--- config.mk ---
export PLATFORM = sky130hd
export DESIGN_NAME = wb_stage_arb
export DESIGN_NICKNAME = d
export VERILOG_FILES = /design/src/rtl/wb_pkg.sv /design/src/rtl/wb_load_ext.sv /design/src/rtl/wb_stage_arb.sv
export SDC_FILE = /design/constraint.sdc
export NUM_CORES = 1
export LEC_CHECK = 0
export ABC_AREA = 1
export CAP_MARGIN = 20
export CELL_PAD_IN_SITES_DETAIL_PLACEMENT = 1
export CELL_PAD_IN_SITES_GLOBAL_PLACEMENT = 1
export CORE_UTILIZATION = 33
export CTS_CLUSTER_DIAMETER = 120
export DETAILED_ROUTE_END_ITERATION = 10
export PLACE_DENSITY_LB_ADDON = 0.08
export SLEW_MARGIN = 20
export SYNTH_ARGS = -nofsm -noshare
export SYNTH_HDL_FRONTEND = slang
export SYNTH_SLANG_ARGS = --single-unit
--- constraint.sdc ---
create_clock -name clk -period 2.15 [get_ports clk]
set_clock_uncertainty 0.2 [all_clocks]
set_input_delay 0.43 -clock clk [delete_from_list [all_inputs] [get_ports clk]]
set_output_delay 0.43 -clock clk [all_outputs]
set_load 0.01 [all_outputs]
--- src/rtl/wb_pkg.sv ---
// Shared encodings for the write-back stage: result-source selects and load types.
package wb_pkg;

  // Result source carried with the instruction into WB (3 is reserved and behaves as ALU)
  localparam logic [1:0] WB_SEL_ALU  = 2'd0;
  localparam logic [1:0] WB_SEL_MEM  = 2'd1;
  localparam logic [1:0] WB_SEL_LINK = 2'd2;

  // Load access types (unlisted codes behave as LW)
  localparam logic [2:0] LD_LW  = 3'd0;
  localparam logic [2:0] LD_LB  = 3'd1;
  localparam logic [2:0] LD_LBU = 3'd2;
  localparam logic [2:0] LD_LH  = 3'd3;
  localparam logic [2:0] LD_LHU = 3'd4;

endpackage

--- src/rtl/wb_load_ext.sv ---
// Little-endian byte/half extraction from a raw data-memory word with sign/zero extension.
// Halves ignore addr_lo[0]: misaligned halfword loads are trapped before reaching WB.
module wb_load_ext
  import wb_pkg::*;
#(
  parameter int DATA_W = 32
) (
  input  logic [2:0]        ld_type_i,
  input  logic [1:0]        addr_lo_i,
  input  logic [DATA_W-1:0] rdata_i,
  output logic [DATA_W-1:0] ext_o
);

  logic [7:0]  byte_sel;
  logic [15:0] half_sel;

  // Pick the addressed byte lane and half lane
  always_comb begin
    case (addr_lo_i)
      2'd0:    byte_sel = rdata_i[7:0];
      2'd1:    byte_sel = rdata_i[15:8];
      2'd2:    byte_sel = rdata_i[23:16];
      default: byte_sel = rdata_i[31:24];
    endcase
    half_sel = addr_lo_i[1] ? rdata_i[31:16] : rdata_i[15:0];
  end

  // Extend the selected lane according to the load type
  always_comb begin
    case (ld_type_i)
      LD_LB:   ext_o = {{(DATA_W-8){byte_sel[7]}}, byte_sel};
      LD_LBU:  ext_o = {{(DATA_W-8){1'b0}}, byte_sel};
      LD_LH:   ext_o = {{(DATA_W-16){half_sel[15]}}, half_sel};
      LD_LHU:  ext_o = {{(DATA_W-16){1'b0}}, half_sel};
      LD_LW:   ext_o = rdata_i;
      default: ext_o = rdata_i;
    endcase
  end

endmodule

--- src/rtl/wb_stage_arb.sv ---
// Write-back stage: MEM/WB register, result select, and a one-entry aux writer that
// shares the GPR write port. The pipeline always wins the port; a pending aux entry
// drains in the first free slot, and a starvation counter forces a bubble if needed.
module wb_stage_arb
  import wb_pkg::*;
#(
  parameter int DATA_W       = 32,
  parameter int REG_AW       = 5,
  parameter int STARVE_LIMIT = 8,
  parameter int LINK_OFF     = 8
) (
  input  logic              clk,
  input  logic              reset,
  input  logic              flush,
  input  logic              mem_valid,
  input  logic [DATA_W-1:0] mem_pc,
  input  logic [REG_AW-1:0] mem_rd,
  input  logic [1:0]        mem_wb_sel,
  input  logic [2:0]        mem_ld_type,
  input  logic [1:0]        mem_addr_lo,
  input  logic [DATA_W-1:0] mem_result,
  input  logic [DATA_W-1:0] mem_rdata,
  input  logic              aux_valid,
  output logic              aux_ready,
  input  logic [REG_AW-1:0] aux_rd,
  input  logic [DATA_W-1:0] aux_data,
  output logic              stall_req,
  output logic              rf_we,
  output logic [REG_AW-1:0] rf_waddr,
  output logic [DATA_W-1:0] rf_wdata,
  output logic [DATA_W-1:0] wb_pc,
  output logic              wb_valid
);

  localparam int CNT_W = $clog2(STARVE_LIMIT + 1);

  // WB pipeline register
  logic              wb_valid_q;
  logic [DATA_W-1:0] wb_pc_q, wb_result_q, wb_rdata_q;
  logic [REG_AW-1:0] wb_rd_q;
  logic [1:0]        wb_sel_q, wb_alo_q;
  logic [2:0]        wb_ld_q;

  // Aux buffer and starvation counter
  logic              full_q, full_d;
  logic [REG_AW-1:0] aux_rd_q, aux_rd_d;
  logic [DATA_W-1:0] aux_data_q, aux_data_d;
  logic [CNT_W-1:0]  cnt_q, cnt_d;

  logic              pipe_wr;
  logic              drain;
  logic [DATA_W-1:0] ld_ext;
  logic [DATA_W-1:0] pipe_data;

  assign pipe_wr   = wb_valid_q && (wb_rd_q != '0);
  assign drain     = full_q && !pipe_wr;
  assign aux_ready = !full_q;
  assign stall_req = full_q && pipe_wr && (cnt_q >= CNT_W'(STARVE_LIMIT - 1));
  assign wb_valid  = wb_valid_q;
  assign wb_pc     = wb_pc_q;

  wb_load_ext #(.DATA_W(DATA_W)) u_load_ext (
    .ld_type_i (wb_ld_q),
    .addr_lo_i (wb_alo_q),
    .rdata_i   (wb_rdata_q),
    .ext_o     (ld_ext)
  );

  // Capture the MEM stage every edge; reset, flush or our own stall insert a bubble
  always_ff @(posedge clk) begin
    if (reset) begin
      wb_valid_q  <= 1'b0;
      wb_pc_q     <= '0;
      wb_rd_q     <= '0;
      wb_sel_q    <= '0;
      wb_ld_q     <= '0;
      wb_alo_q    <= '0;
      wb_result_q <= '0;
      wb_rdata_q  <= '0;
    end else begin
      wb_valid_q  <= mem_valid && !flush && !stall_req;
      wb_pc_q     <= mem_pc;
      wb_rd_q     <= mem_rd;
      wb_sel_q    <= mem_wb_sel;
      wb_ld_q     <= mem_ld_type;
      wb_alo_q    <= mem_addr_lo;
      wb_result_q <= mem_result;
      wb_rdata_q  <= mem_rdata;
    end
  end

  // Aux next state: drain on a free slot, count blocked cycles, accept only when empty
  always_comb begin
    full_d     = full_q;
    aux_rd_d   = aux_rd_q;
    aux_data_d = aux_data_q;
    cnt_d      = cnt_q;
    if (full_q) begin
      if (drain) begin
        full_d = 1'b0;
        cnt_d  = '0;
      end else if (cnt_q != CNT_W'(STARVE_LIMIT)) begin
        cnt_d = cnt_q + 1'b1;
      end
    end else if (aux_valid) begin
      full_d     = 1'b1;
      aux_rd_d   = aux_rd;
      aux_data_d = aux_data;
    end
  end

  // Aux buffer register; flush deliberately leaves it alone
  always_ff @(posedge clk) begin
    if (reset) begin
      full_q     <= 1'b0;
      aux_rd_q   <= '0;
      aux_data_q <= '0;
      cnt_q      <= '0;
    end else begin
      full_q     <= full_d;
      aux_rd_q   <= aux_rd_d;
      aux_data_q <= aux_data_d;
      cnt_q      <= cnt_d;
    end
  end

  // Pipeline result select
  always_comb begin
    case (wb_sel_q)
      WB_SEL_MEM:  pipe_data = ld_ext;
      WB_SEL_LINK: pipe_data = wb_pc_q + DATA_W'(LINK_OFF);
      WB_SEL_ALU:  pipe_data = wb_result_q;
      default:     pipe_data = wb_result_q;
    endcase
  end

  // Write-port mux: pipeline first, then a draining aux entry; idle port drives zeros
  always_comb begin
    rf_we    = 1'b0;
    rf_waddr = '0;
    rf_wdata = '0;
    if (pipe_wr) begin
      rf_we    = 1'b1;
      rf_waddr = wb_rd_q;
      rf_wdata = pipe_data;
    end else if (drain && (aux_rd_q != '0)) begin
      rf_we    = 1'b1;
      rf_waddr = aux_rd_q;
      rf_wdata = aux_data_q;
    end
  end

endmodule

==> summary.md, run 1 <==
| Metric | Value |
|---|---|
| Slew @ Worst Pin | `0.5381 ns` |
| Critical path's top delay family | `simple AND/OR/NAND/NOR gates` |
| Switching Share | `just over 30%` |
| HP Start | `reset` |
| Die Width | `~150 um` |
| Final non-filler cell total | `approximately 1,900` |
| CP max-delay cell | `dfxtp_1` |
| Clock Power Share | `around 39%` |
| Final Cycle Share | `130.7%` |
| Gpl congestion | `between 0.9 and 1` |
| P&R area growth vs syn | `75.37%` |
| Slew margin rel. | `between 60% and 70%` |
| F_max | `around 360 MHz` |
| Initial antenna violation count | `0` |
| Worst Hold End | `wb_rd_q[1]` |
| Fill count | `between 2,000 and 3,000` |
| FF-to-FF setup slack | `roughly 0.39 ns` |
| Clk buf depth | `2` |
| Most common cell after layout, fill and taps aside | `nor2_1` |
| Root Buffer | `clkbuf_16` |
| Cell taking the most area after synthesis | `dfxtp_1` |
| Post-synth top area share | `39.18%` |
| Worst r2r path cells | `10` |
| Critical Path Sink Type | `output port` |
| Die Area | `about 0.024 mm^2` |
| Nets@finish | `1,777` |
| Routed length per instance | `about 18 um` |
| Fin area | `roughly 0.014 mm^2` |
| Status | `finished, violations left` |
| CP peak stage delay | `approximately 0.38 ns` |
| Final slew viol count | `0` |
| Register clock-pin slew on the reported worst setup and hold paths | `about 0.080 ns` |
| Switch Pwr | `roughly 0.0025 W` |
| H-tree depth | `4` |
| Hold Path Class | `in -> reg` |
| Synthesized area | `~0.0077 mm^2` |
| Die Ht | `around 150 um` |
| FP Rows | `55` |
| Final Hold Viols | `0` |
| WP buf/inv | `4` |
| LEAKAGE | `6.384 nW` |
| Synth Instances | `1,230` |
| Clock latency on the worst-skew pair | `around 0.44 ns` |
| Worst Path Max Fanout | `4` |
| Internal power | `0.005798 W` |
| HPWL after DPL | `about 25 mm` |
| Crit-path cells | `inv_1 > o21ai_4 > nand4_1 > nand3_4 > buf_6 > buf_6 > nand3_4 > nand3_2 > nand2_1 > nand2_1 > buf_2` |
| Top cells by area, synth | `dfxtp_1 39%, nor2_1 15%, nand2_1 14%, inv_1 9.0%, nand3_1 5.1%` |
| Critical Path Start Type | `flip-flop` |
| Most frequent cells in the layout | `283 x nor2_1, 215 x nand2_1, 176 x inv_1, 176 x clkdlybuf4s50_1, 142 x buf_4` |
| CTS tree | `built` |
| DR iter-0 viols | `480` |
| DP Cell Count | `about 1,900` |
| Worst Path Arrival | `between 2 and 2.5 ns` |
| Post-Route Setup TNS | `-21.12 ns` |
| Setup violations, final | `39` |
| Crit Reg-Reg Endpoint | `cnt_q[0]` |
| Share of power burned in registers | `a little under two fifths` |
| Setup ws final | `-0.6597 ns` |
| RSZ-0062 raised after global routing | `yes` |
| DR vias/cell | `about 4.8` |
| Post-synthesis sequential area ratio | `approximately 39%` |
| Clock sink count | `~150` |
| CP startpoint | `wb_rdata_q[15]` |
| Pwr Total | `0.008321 W` |
| I/O pins | `about 220` |
| Cts hold-fix bufs | `0` |
| Number of distinct library cells after synthesis | `36` |
| Post-synthesis register bit count | `151` |
| Ant diodes | `0` |
| Vias | `slightly above 9,000` |
| GRT overflow | `0` |
| Number of global-route vias before repair | `just under 10,000` |
| Global-route wire length before repair | `about 53 mm` |
| DRC viols | `0` |
| Total CTS buffers | `17` |
| Antenna-violating nets left | `0` |
| Largest net degree at the start of global routing | `57` |
| Worst path required time | `between 1.5 and 2 ns` |
| WL final | `about 36 mm` |
| Failing checks | `negative setup slack` |
| Total track usage | `~29%` |
| Peak VDD IR | `approximately 450 uV` |
| Ys Warns | `0` |
| Comb pwr share | `between 20% and 30%` |
| DR pass1 iterations | `4` |
| Worst R2R Start | `wb_rd_q[4]` |
| Synth Net Count | `approximately 1,400` |
| Max Cap Viol | `0` |
| I/O Buffers | `~220` |
| Critical setup path kind | `reg -> out` |
| Worst hold stages | `2` |
| Syn_area_per_cell | `approximately 6.3 um^2` |
| Power density cells | `approximately 610 mW/mm^2` |
| Layout cells sized above 1 | `roughly 31%` |
| Initial Utilization | `around 34%` |
| Tmin final | `about 2.8 ns` |
| Cell Area, Placed | `around 0.011 mm^2` |
| Area of the core | `roughly 0.023 mm^2` |
worst register-to-register path, cell delays in order (launching register included):
cell and delay, ns:
dfxtp_2 0.33, nor3_2 0.20, nand3_1 0.15, nand2_4 0.11
nand2_4 0.06, buf_6 0.13, buf_4 0.14, nand2_1 0.12
inv_1 0.10, nand2_1 0.06, a21oi_1 0.06
registers in the layout, indices dropped and copies added (netlist names):
register     flops
aux_data_q      32
wb_ld_q          3
wb_alo_q         2
full_q           1
wb_result_q     32
wb_rdata_q      32
wb_pc           32
wb_sel_q         2
wb_rd_q          5
wb_valid         1
aux_rd_q         5
cnt_q            4
kinds of logic (layout without fill, tap and decap cells):
logic type	count (synthesis)	in the layout	synth area share, %
simple gates	718	719	38.43
fa+ha+maj	5	5	0.8108
flops	151	151	39.18
xor+xnor	1	1	0.1135
buf+inv	244	648	12.84
compound gates	111	111	8.627
per-layer routing:
metal | GRT usage [%] | up-vias | routed length [um]
li1 | - | 4511 | -
met1 | 35.02 | 4482 | 15000
met2 | 51.14 | 284 | 17910
met3 | 7.242 | 69 | 2011
met4 | 8.298 | 0 | 1015
met5 | 0 | - | 0
worst max path at each step:
stage | to | slack [ns] | cells after the start
2_1_floorplan | rf_wdata[31] | 0.009 | 11
3_3_place_gp | rf_wdata[22] | -0.62 | 11
3_5_place_dp | rf_wdata[28] | -0.63 | 11
4_1_cts | rf_wdata[30] | -0.62 | 11
5_1_grt | rf_wdata[4] | -0.72 | 13
6_report | rf_wdata[30] | -0.66 | 11
through the flow:
stage	setup WS, ns	hold slack, ns	utilization, %
5_1_grt	-0.7247	0.06870	59.41
2_1_floorplan	0.009021	0.2554	-
6_report	-0.6597	0.05270	59.41
4_1_cts	-0.6178	0.05597	56.08
3_3_place_gp	-0.6176	0.2622	49.49
3_5_place_dp	-0.6340	0.2727	49.49
repair_timing:
item,4_1_cts,5_1_grt
resized for setup,333,192
gates cloned,3,2
endpoints found under the setup margin,50,54
pin swaps,38,67
buffers inserted,44,18
final cells by class:
type                       instances  area, um^2  area share [%]
clock buffer                      18       439.2           3.245
timing repair buffer             425        4190           30.97
multi-input combinational        836        4499           33.25
clock inverter                    14       181.4           1.341
inverter                         191       742.0           5.483
sequential                       151        3088           22.82
tap                              313       391.6           2.894
Yosys cell counts:
master / count
a21oi_1: 26
o21a_1: 1
a31oi_4: 1
nand2_2: 2
clkbuf_2: 1
nor2_4: 2
nor2_1: 315
nand2_1: 294
nand4_1: 2
o21ai_0: 52
nand3_2: 13
clkinv_1: 3
or2_2: 4
o21bai_1: 5
buf_6: 6
o211ai_1: 19
inv_2: 4
o21ai_4: 2
nand2_4: 2
clkbuf_1: 34
nand3_1: 78
xor2_1: 1
buf_2: 5
o211ai_2: 1
ha_1: 5
nor2_2: 1
nor3_1: 2
nor2_8: 1
buf_1: 1
buf_4: 6
o21ai_1: 3
nor3_2: 1
dfxtp_1: 151
a31oi_1: 1
inv_1: 184
nand3_4: 1
power by group through the flow:
stage / clock [W] / combinational (W) / sequential [W]
6_report: 0.00320 / 0.00202 / 0.00309
5_1_grt: 0.00337 / 0.00217 / 0.00311
4_1_cts: 0.00324 / 0.00185 / 0.00308
3_5_place_dp: 0 / 0.00158 / 0.00314
3_3_place_gp: 0 / 0.00156 / 0.00313
2_1_floorplan: 0 / 0.000677 / 0.00312
Power figures use the tool's default switching activity.
==> inputs of run 2 (changes only) <==
Settings changed: CORE_UTILIZATION 33 to 34, CTS_BUF_LIST from default to sky130_fd_sc_hd__clkbuf_4.
==> summary.md, run 2 (synthesis gave the netlist of run 1 again) <==
| Metric | Value |
|---|---|
| F_max | `337.9 MHz (-5.1%)` |
| Area of the core | `0.02203 mm^2 (-3.3%)` |
| CP peak stage delay | `0.40 ns (+0.02 ns)` |
| Die Width | `152.6 um (-1.5%)` |
| Worst R2R Start | `wb_rd_q[1]` |
| Die Ht | `152.6 um (-1.5%)` |
| Crit Reg-Reg Endpoint | `cnt_q[3]` |
| Power density cells | `540.5 mW/mm^2 (-12%)` |
| Final slew viol count | `0 (unchanged)` |
| Tmin final | `2.960 ns (+0.1499 ns)` |
| I/O Buffers | `222 (unchanged)` |
| Vias | `9,124 (-2.4%)` |
| Max Cap Viol | `0 (unchanged)` |
| Worst r2r path cells | `11 (+1)` |
| Hold Path Class | `in -> reg` |
| Slew margin rel. | `67.21% (+3.1 points)` |
| Final Cycle Share | `137.7% (+7.0 points)` |
| Failing checks | `negative setup slack` |
| DR pass1 iterations | `7 (+3)` |
| Critical Path Sink Type | `output port` |
| Nets@finish | `1,760 (-0.96%)` |
| Number of global-route vias before repair | `9,487 (-1.9%)` |
| WL final | `34.87 mm (-3.0%)` |
| Clk buf depth | `2 (unchanged)` |
| Die Area | `0.02330 mm^2 (-2.9%)` |
| RSZ-0062 raised after global routing | `yes` |
| Most common cell after layout, fill and taps aside | `nor2_1` |
| Slew @ Worst Pin | `0.4918 ns (-0.04635 ns)` |
| Largest net degree at the start of global routing | `72 (+26%)` |
| Worst path required time | `1.52 ns (about the same)` |
| Register clock-pin slew on the reported worst setup and hold paths | `0.17 ns (+0.09 ns)` |
| Total CTS buffers | `17 (unchanged)` |
| Cts hold-fix bufs | `0 (unchanged)` |
| DR vias/cell | `4.805 (+0.14%)` |
| Status | `finished, violations left` |
| I/O pins | `223 (unchanged)` |
| Crit-path cells | `inv_4 > nand2_4 > o211ai_4 > buf_6 > nand3_4 > buf_12 > buf_16 > nand3_2 > nand3_2 > nand2_1 > nand2_1 > buf_2` |
| Clock sink count | `151 (unchanged)` |
| Most frequent cells in the layout | `285 x nor2_1, 231 x nand2_1, 176 x inv_1` |
| DRC viols | `0 (unchanged)` |
| Total track usage | `29.48% (+0.36 points)` |
| Global-route wire length before repair | `52.73 mm (-0.57%)` |
| HP Start | `mem_rd[1]` |
| Routed length per instance | `18.36 um (-0.46%)` |
| Layout cells sized above 1 | `29.91% (-1.4 points)` |
| Antenna-violating nets left | `0 (unchanged)` |
| Initial Utilization | `35.03% (+1.2 points)` |
| Worst hold stages | `3 (+1)` |
| DR iter-0 viols | `385 (-20%)` |
| FP Rows | `54 (-1.8%)` |
| FF-to-FF setup slack | `0.26 ns (-0.13 ns)` |
| Setup violations, final | `39 (unchanged)` |
| Peak VDD IR | `329.3 uV (-28%)` |
| Setup ws final | `-0.8095 ns (-0.1499 ns)` |
| Gpl congestion | `0.9214 (about the same)` |
| CP max-delay cell | `dfxtp_4` |
| Worst Path Arrival | `2.33 ns (+0.15 ns)` |
| Final Hold Viols | `0 (unchanged)` |
| HPWL after DPL | `24.87 mm (+1.3%)` |
| Final non-filler cell total | `1,899 (-2.5%)` |
| Critical Path Start Type | `flip-flop` |
| LEAKAGE | `6.131 nW (-4.0%)` |
| GRT overflow | `0 (unchanged)` |
| Register area | `0.003110 mm^2 (+0.73%)` |
| CTS tree | `built` |
| Area of the multi-input gates | `0.004313 mm^2 (-4.1%)` |
| Initial antenna violation count | `1 (+1)` |
| P&R area growth vs syn | `64.50%` |
| Fill count | `2,837 (-0.46%)` |
| H-tree depth | `4 (unchanged)` |
| Root Buffer | `clkbuf_4` |
| Critical setup path kind | `reg -> out` |
| Worst Path Max Fanout | `7 (+3)` |
| DP Cell Count | `1,821 (-1.9%)` |
| Clock latency on the worst-skew pair | `0.60 ns (+0.16 ns)` |
| Worst Hold End | `wb_rd_q[1]` |
| Pwr Total | `0.006861 W (-18%)` |
-- run 2: cell count changes in the layout (fill, tap and decap cells not counted), moves of 8 or more --
| cell | change |
|---|---|
| clkdlybuf4s50_1 | -28 |
| dlygate4sd2_1 | +25 |
| clkbuf_16 | -18 |
| clkbuf_4 | +17 |
| nand2_1 | +16 |
| buf_6 | -14 |
| nand2_2 | -13 |
| buf_2 | +11 |
| nand3_2 | +11 |
| nand3_4 | -10 |
| dfxtp_1 | -8 |
-- run 2: layout make-up --
class                           instances  share of cell area, %
Antenna cell                            1                0.01971
Clock buffer                           17                  1.005
Clock inverter                         15                  1.242
Inverter                              191                  5.786
Multi-Input combinational cell        835                  33.98
Sequential cell                       151                  24.50
Tap cell                              280                  2.760
Timing Repair Buffer                  409                  30.70
-- run 2: layer usage --
metal / share of wire [%] / wire (um) / GRT usage, %
met3: 4.7 / 1636 / 5.575
met2: 50 / 17420 / 52.18
met1: 43 / 15080 / 35.95
met4: 2.1 / 738 / 9.091
met5: 0 / 0 / 0
-- run 2: repair_timing --
| item | in CTS | in global routing |
|---|---|---|
| pin swaps | 40 | 64 |
| gates resized for setup | 376 | 127 |
| setup endpoints to repair | 73 | 43 |
| buffers inserted | 34 | 9 |
| hold endpoints to repair | 0 | 0 |
| cloned | 5 | 1 |
-- run 2: stage by stage --
step / setup slack [ns] / area, um^2 / util (%) / setup TNS [ns] / hold WS (ns)
CTS: -0.8577 / 12280 / 55.77 / -27.37 / 0.08369
floorplan: 0.009021 / 7716 / - / 0 / 0.2554
finish: -0.8095 / 12690 / 57.63 / -27.14 / 0.1163
global placement: -0.6598 / 11230 / 50.98 / -19.76 / 0.2629
global route: -0.9095 / 12690 / 57.63 / -31.16 / 0.1008
detailed placement: -0.6573 / 11230 / 50.98 / -19.37 / 0.2742
-- run 2: worst max-delay path, delay by kind of cell (launching register included) --
kind                   cells  cell delay (ns)
AOI/OAI and AO/OA          1             0.23
buffers and inverters      5             0.66
DFF                        1             0.40
and+or+nand+nor            6             0.45
-- run 2: worst max-delay path by stage --
stage                 from            to  depth (start not counted)
3_3_place_gp   wb_alo_q[1]  rf_wdata[16]                         10
4_1_cts         wb_ld_q[1]  rf_wdata[19]                         12
2_1_floorplan     wb_pc[3]  rf_wdata[31]                         11
3_5_place_dp   wb_alo_q[1]  rf_wdata[16]                         10
5_1_grt         wb_ld_q[1]  rf_wdata[30]                         12
6_report        wb_ld_q[1]  rf_wdata[27]                         12
-- run 2: report_power, final --
part           total [W]  internal (W)  switching, W
Combinational    0.00189      0.000944      0.000947
Clock            0.00188      0.000539       0.00134
Sequential       0.00309       0.00297      0.000129
==> inputs of run 3 (changes only) <==
Settings changed: SETUP_SLACK_MARGIN from default to 0.02.
==> summary.md, run 3 (synthesis gave the netlist of run 1 again) <==
| Metric | Value |
|---|---|
| WP buf/inv | `3 (-2)` |
| H-tree depth | `4 (unchanged)` |
| Gpl congestion | `0.9412 (+2.1%)` |
| Critical Path Start Type | `flip-flop` |
| Vias | `9,224 (+1.1%)` |
| CP peak stage delay | `0.37 ns (-0.03 ns)` |
| DR pass1 iterations | `10 (+3)` |
| Worst Path Max Fanout | `8 (+1)` |
| Clock Power Share | `26.3% (-1.0 points)` |
| Worst Path Arrival | `2.27 ns (-0.06 ns)` |
| Worst r2r path cells | `15 (+4)` |
| Largest net degree at the start of global routing | `62 (-14%)` |
| LEAKAGE | `6.181 nW (+0.82%)` |
| Die Area | `0.02330 mm^2 (unchanged)` |
| Crit-path cells | `nor3_2 > nand3_2 > nand2_4 > nand2_4 > a31oi_4 > buf_4 > clkbuf_16 > nand2_1 > nand2_1 > buf_2` |
| Most common cell after layout, fill and taps aside | `nor2_1` |
| Fill count | `2,838 (+0.035%)` |
| Antenna-violating nets left | `0 (unchanged)` |
| Final Hold Viols | `0 (unchanged)` |
| Initial Utilization | `35.03% (unchanged)` |
| Layout cells sized above 1 | `31.45% (+1.5 points)` |
| I/O pins | `223 (unchanged)` |
| DR iter-0 viols | `402 (+4.4%)` |
| Root Buffer | `clkbuf_4` |
| Slew @ Worst Pin | `0.3804 ns (-0.1114 ns)` |
| I/O Buffers | `222 (unchanged)` |
| Post-Route Setup TNS | `-26.56 ns (+0.5807 ns)` |
| Setup ws final | `-0.7487 ns (+0.06083 ns)` |
| Hold Path Class | `in -> reg` |
| Internal power | `0.004541 W (+2.1%)` |
| Register clock-pin slew on the reported worst setup and hold paths | `0.18 ns (about the same)` |
| P&R area growth vs syn | `67.63%` |
| GRT overflow | `0 (unchanged)` |
| Final slew viol count | `0 (unchanged)` |
| Nets@finish | `1,773 (+0.74%)` |
| Share of power burned in registers | `45.1% (about the same)` |
| Die Ht | `152.6 um (unchanged)` |
| Switch Pwr | `0.002326 W (-3.6%)` |
| DP Cell Count | `1,824 (+0.16%)` |
| WL final | `35.29 mm (+1.2%)` |
| Power density cells | `530.9 mW/mm^2 (-1.8%)` |
| Total track usage | `29.17% (-0.31 points)` |
| Clk buf depth | `2 (unchanged)` |
| Most frequent cells in the layout | `289 x nor2_1, 213 x nand2_1, 174 x inv_1` |
| Tmin final | `2.899 ns (-0.06083 ns)` |
| Number of global-route vias before repair | `9,624 (+1.4%)` |
| Clock sink count | `151 (unchanged)` |
| Initial antenna violation count | `1 (unchanged)` |
| Total CTS buffers | `17 (unchanged)` |
| Clock latency on the worst-skew pair | `0.61 ns (about the same)` |
| DRC viols | `1 (+1)` |
| Register area | `0.003109 mm^2 (about the same)` |
| Critical setup path kind | `reg -> out` |
| Critical Path Sink Type | `output port` |
| HPWL after DPL | `24.37 mm (-2.0%)` |
| RSZ-0062 raised after global routing | `yes` |
| Comb pwr share | `28.6% (+1.0 points)` |
| Levels on crit path | `10 (-2)` |
| CTS tree | `built` |
| Die Width | `152.6 um (unchanged)` |
| DR vias/cell | `4.824 (+0.41%)` |
| Peak VDD IR | `348.5 uV (+5.8%)` |
| Area of the multi-input gates | `0.004459 mm^2 (+3.4%)` |
| Routed length per instance | `18.46 um (+0.53%)` |
| Slew margin rel. | `74.64% (+7.4 points)` |
| Worst hold stages | `3 (unchanged)` |
| Max Cap Viol | `0 (unchanged)` |
| Area of the core | `0.02203 mm^2 (unchanged)` |
| Switching Share | `33.87% (-1.3 points)` |
| Global-route wire length before repair | `52.50 mm (-0.44%)` |
| Status | `finished, violations left` |
| Cts hold-fix bufs | `0 (unchanged)` |
| Worst path required time | `1.52 ns (about the same)` |
| Setup violations, final | `39 (unchanged)` |
| Final Cycle Share | `134.8% (-2.8 points)` |
| Failing checks | `design-rule violations, negative setup slack` |
| Critical path's top delay family | `simple AND/OR/NAND/NOR gates` |
| CP max-delay cell | `dfxtp_2` |
| FP Rows | `54 (unchanged)` |
| Final non-filler cell total | `1,912 (+0.68%)` |
| F_max | `345.0 MHz (+2.1%)` |
## run 3: cell count changes in the layout (fill, tap and decap cells not counted), moves of 6 or more
cell     change
buf_4       +10
nand2_1     -18
nand2_2     +11
nand2_4      +7
nand3_2      -6
nor2_2       -7
## run 3: worst paths after layout
path                  startpoint             end  slack, ns
setup / recovery      wb_rd_q[1]    rf_wdata[11]      -0.75
hold / removal             reset        cnt_q[0]       0.04
hold reg to reg   aux_data_q[25]  aux_data_q[25]       0.30
setup reg to reg      wb_rd_q[1]        wb_valid       0.12
## run 3: timing repair
| action | in CTS | in global routing |
|---|---|---|
| endpoints found under the hold margin | 0 | 0 |
| gates resized for setup | 411 | 142 |
| cloned | 3 | 2 |
| setup endpoints to repair | 73 | 42 |
| setup buffers | 47 | 18 |
| pin swaps | 52 | 54 |
## run 3: stage by stage
stage | total power [W] | utilization, % | instance area [um^2] | hold WS (ns) | worst slack (ns)
after floorplan | 0.003800 | - | 7719 | 0.2554 | 0.02942
after global placement | 0.004699 | 51.03 | 11240 | 0.2625 | -0.7026
after detailed placement | 0.004730 | 51.03 | 11240 | 0.2720 | -0.6794
after CTS | 0.006704 | 56.14 | 12360 | 0.05686 | -0.7255
after global routing | 0.007177 | 58.73 | 12930 | 0.04788 | -0.8875
final | 0.006867 | 58.73 | 12930 | 0.04039 | -0.7487
## run 3: metal layers
layer  vias up  part of all wire [%]  global-route usage (%)
met3        70                   5.3                   6.229
li1       4492                     -                       -
met5         -                     0                       0
met1      4393                    41                   34.64
met4         0                   3.4                   10.63
met2       269                    50                   51.51
## run 3: worst min-delay path: stages
cell and delay, ns:
buf_4 0.12, buf_12 0.22, a21oi_1 0.06
## run 3: layout make-up
| class | instances | area share (%) |
|---|---|---|
| repair buffers | 421 | 30.96 |
| clock inverters | 15 | 1.074 |
| clock buffers | 17 | 0.9866 |
| diodes | 1 | 0.01935 |
| flip-flops and latches | 151 | 24.04 |
| inverters | 191 | 5.736 |
| multi-input cells | 836 | 34.47 |
| well taps | 280 | 2.708 |
## run 3: power groups by stage
stage | sequential (W) | combinational (W) | clock, W
5_1_grt | 0.00311 | 0.00210 | 0.00196
3_5_place_dp | 0.00314 | 0.00159 | 0
4_1_cts | 0.00309 | 0.00179 | 0.00182
3_3_place_gp | 0.00314 | 0.00156 | 0
6_report | 0.00310 | 0.00197 | 0.00181
2_1_floorplan | 0.00312 | 0.000678 | 0
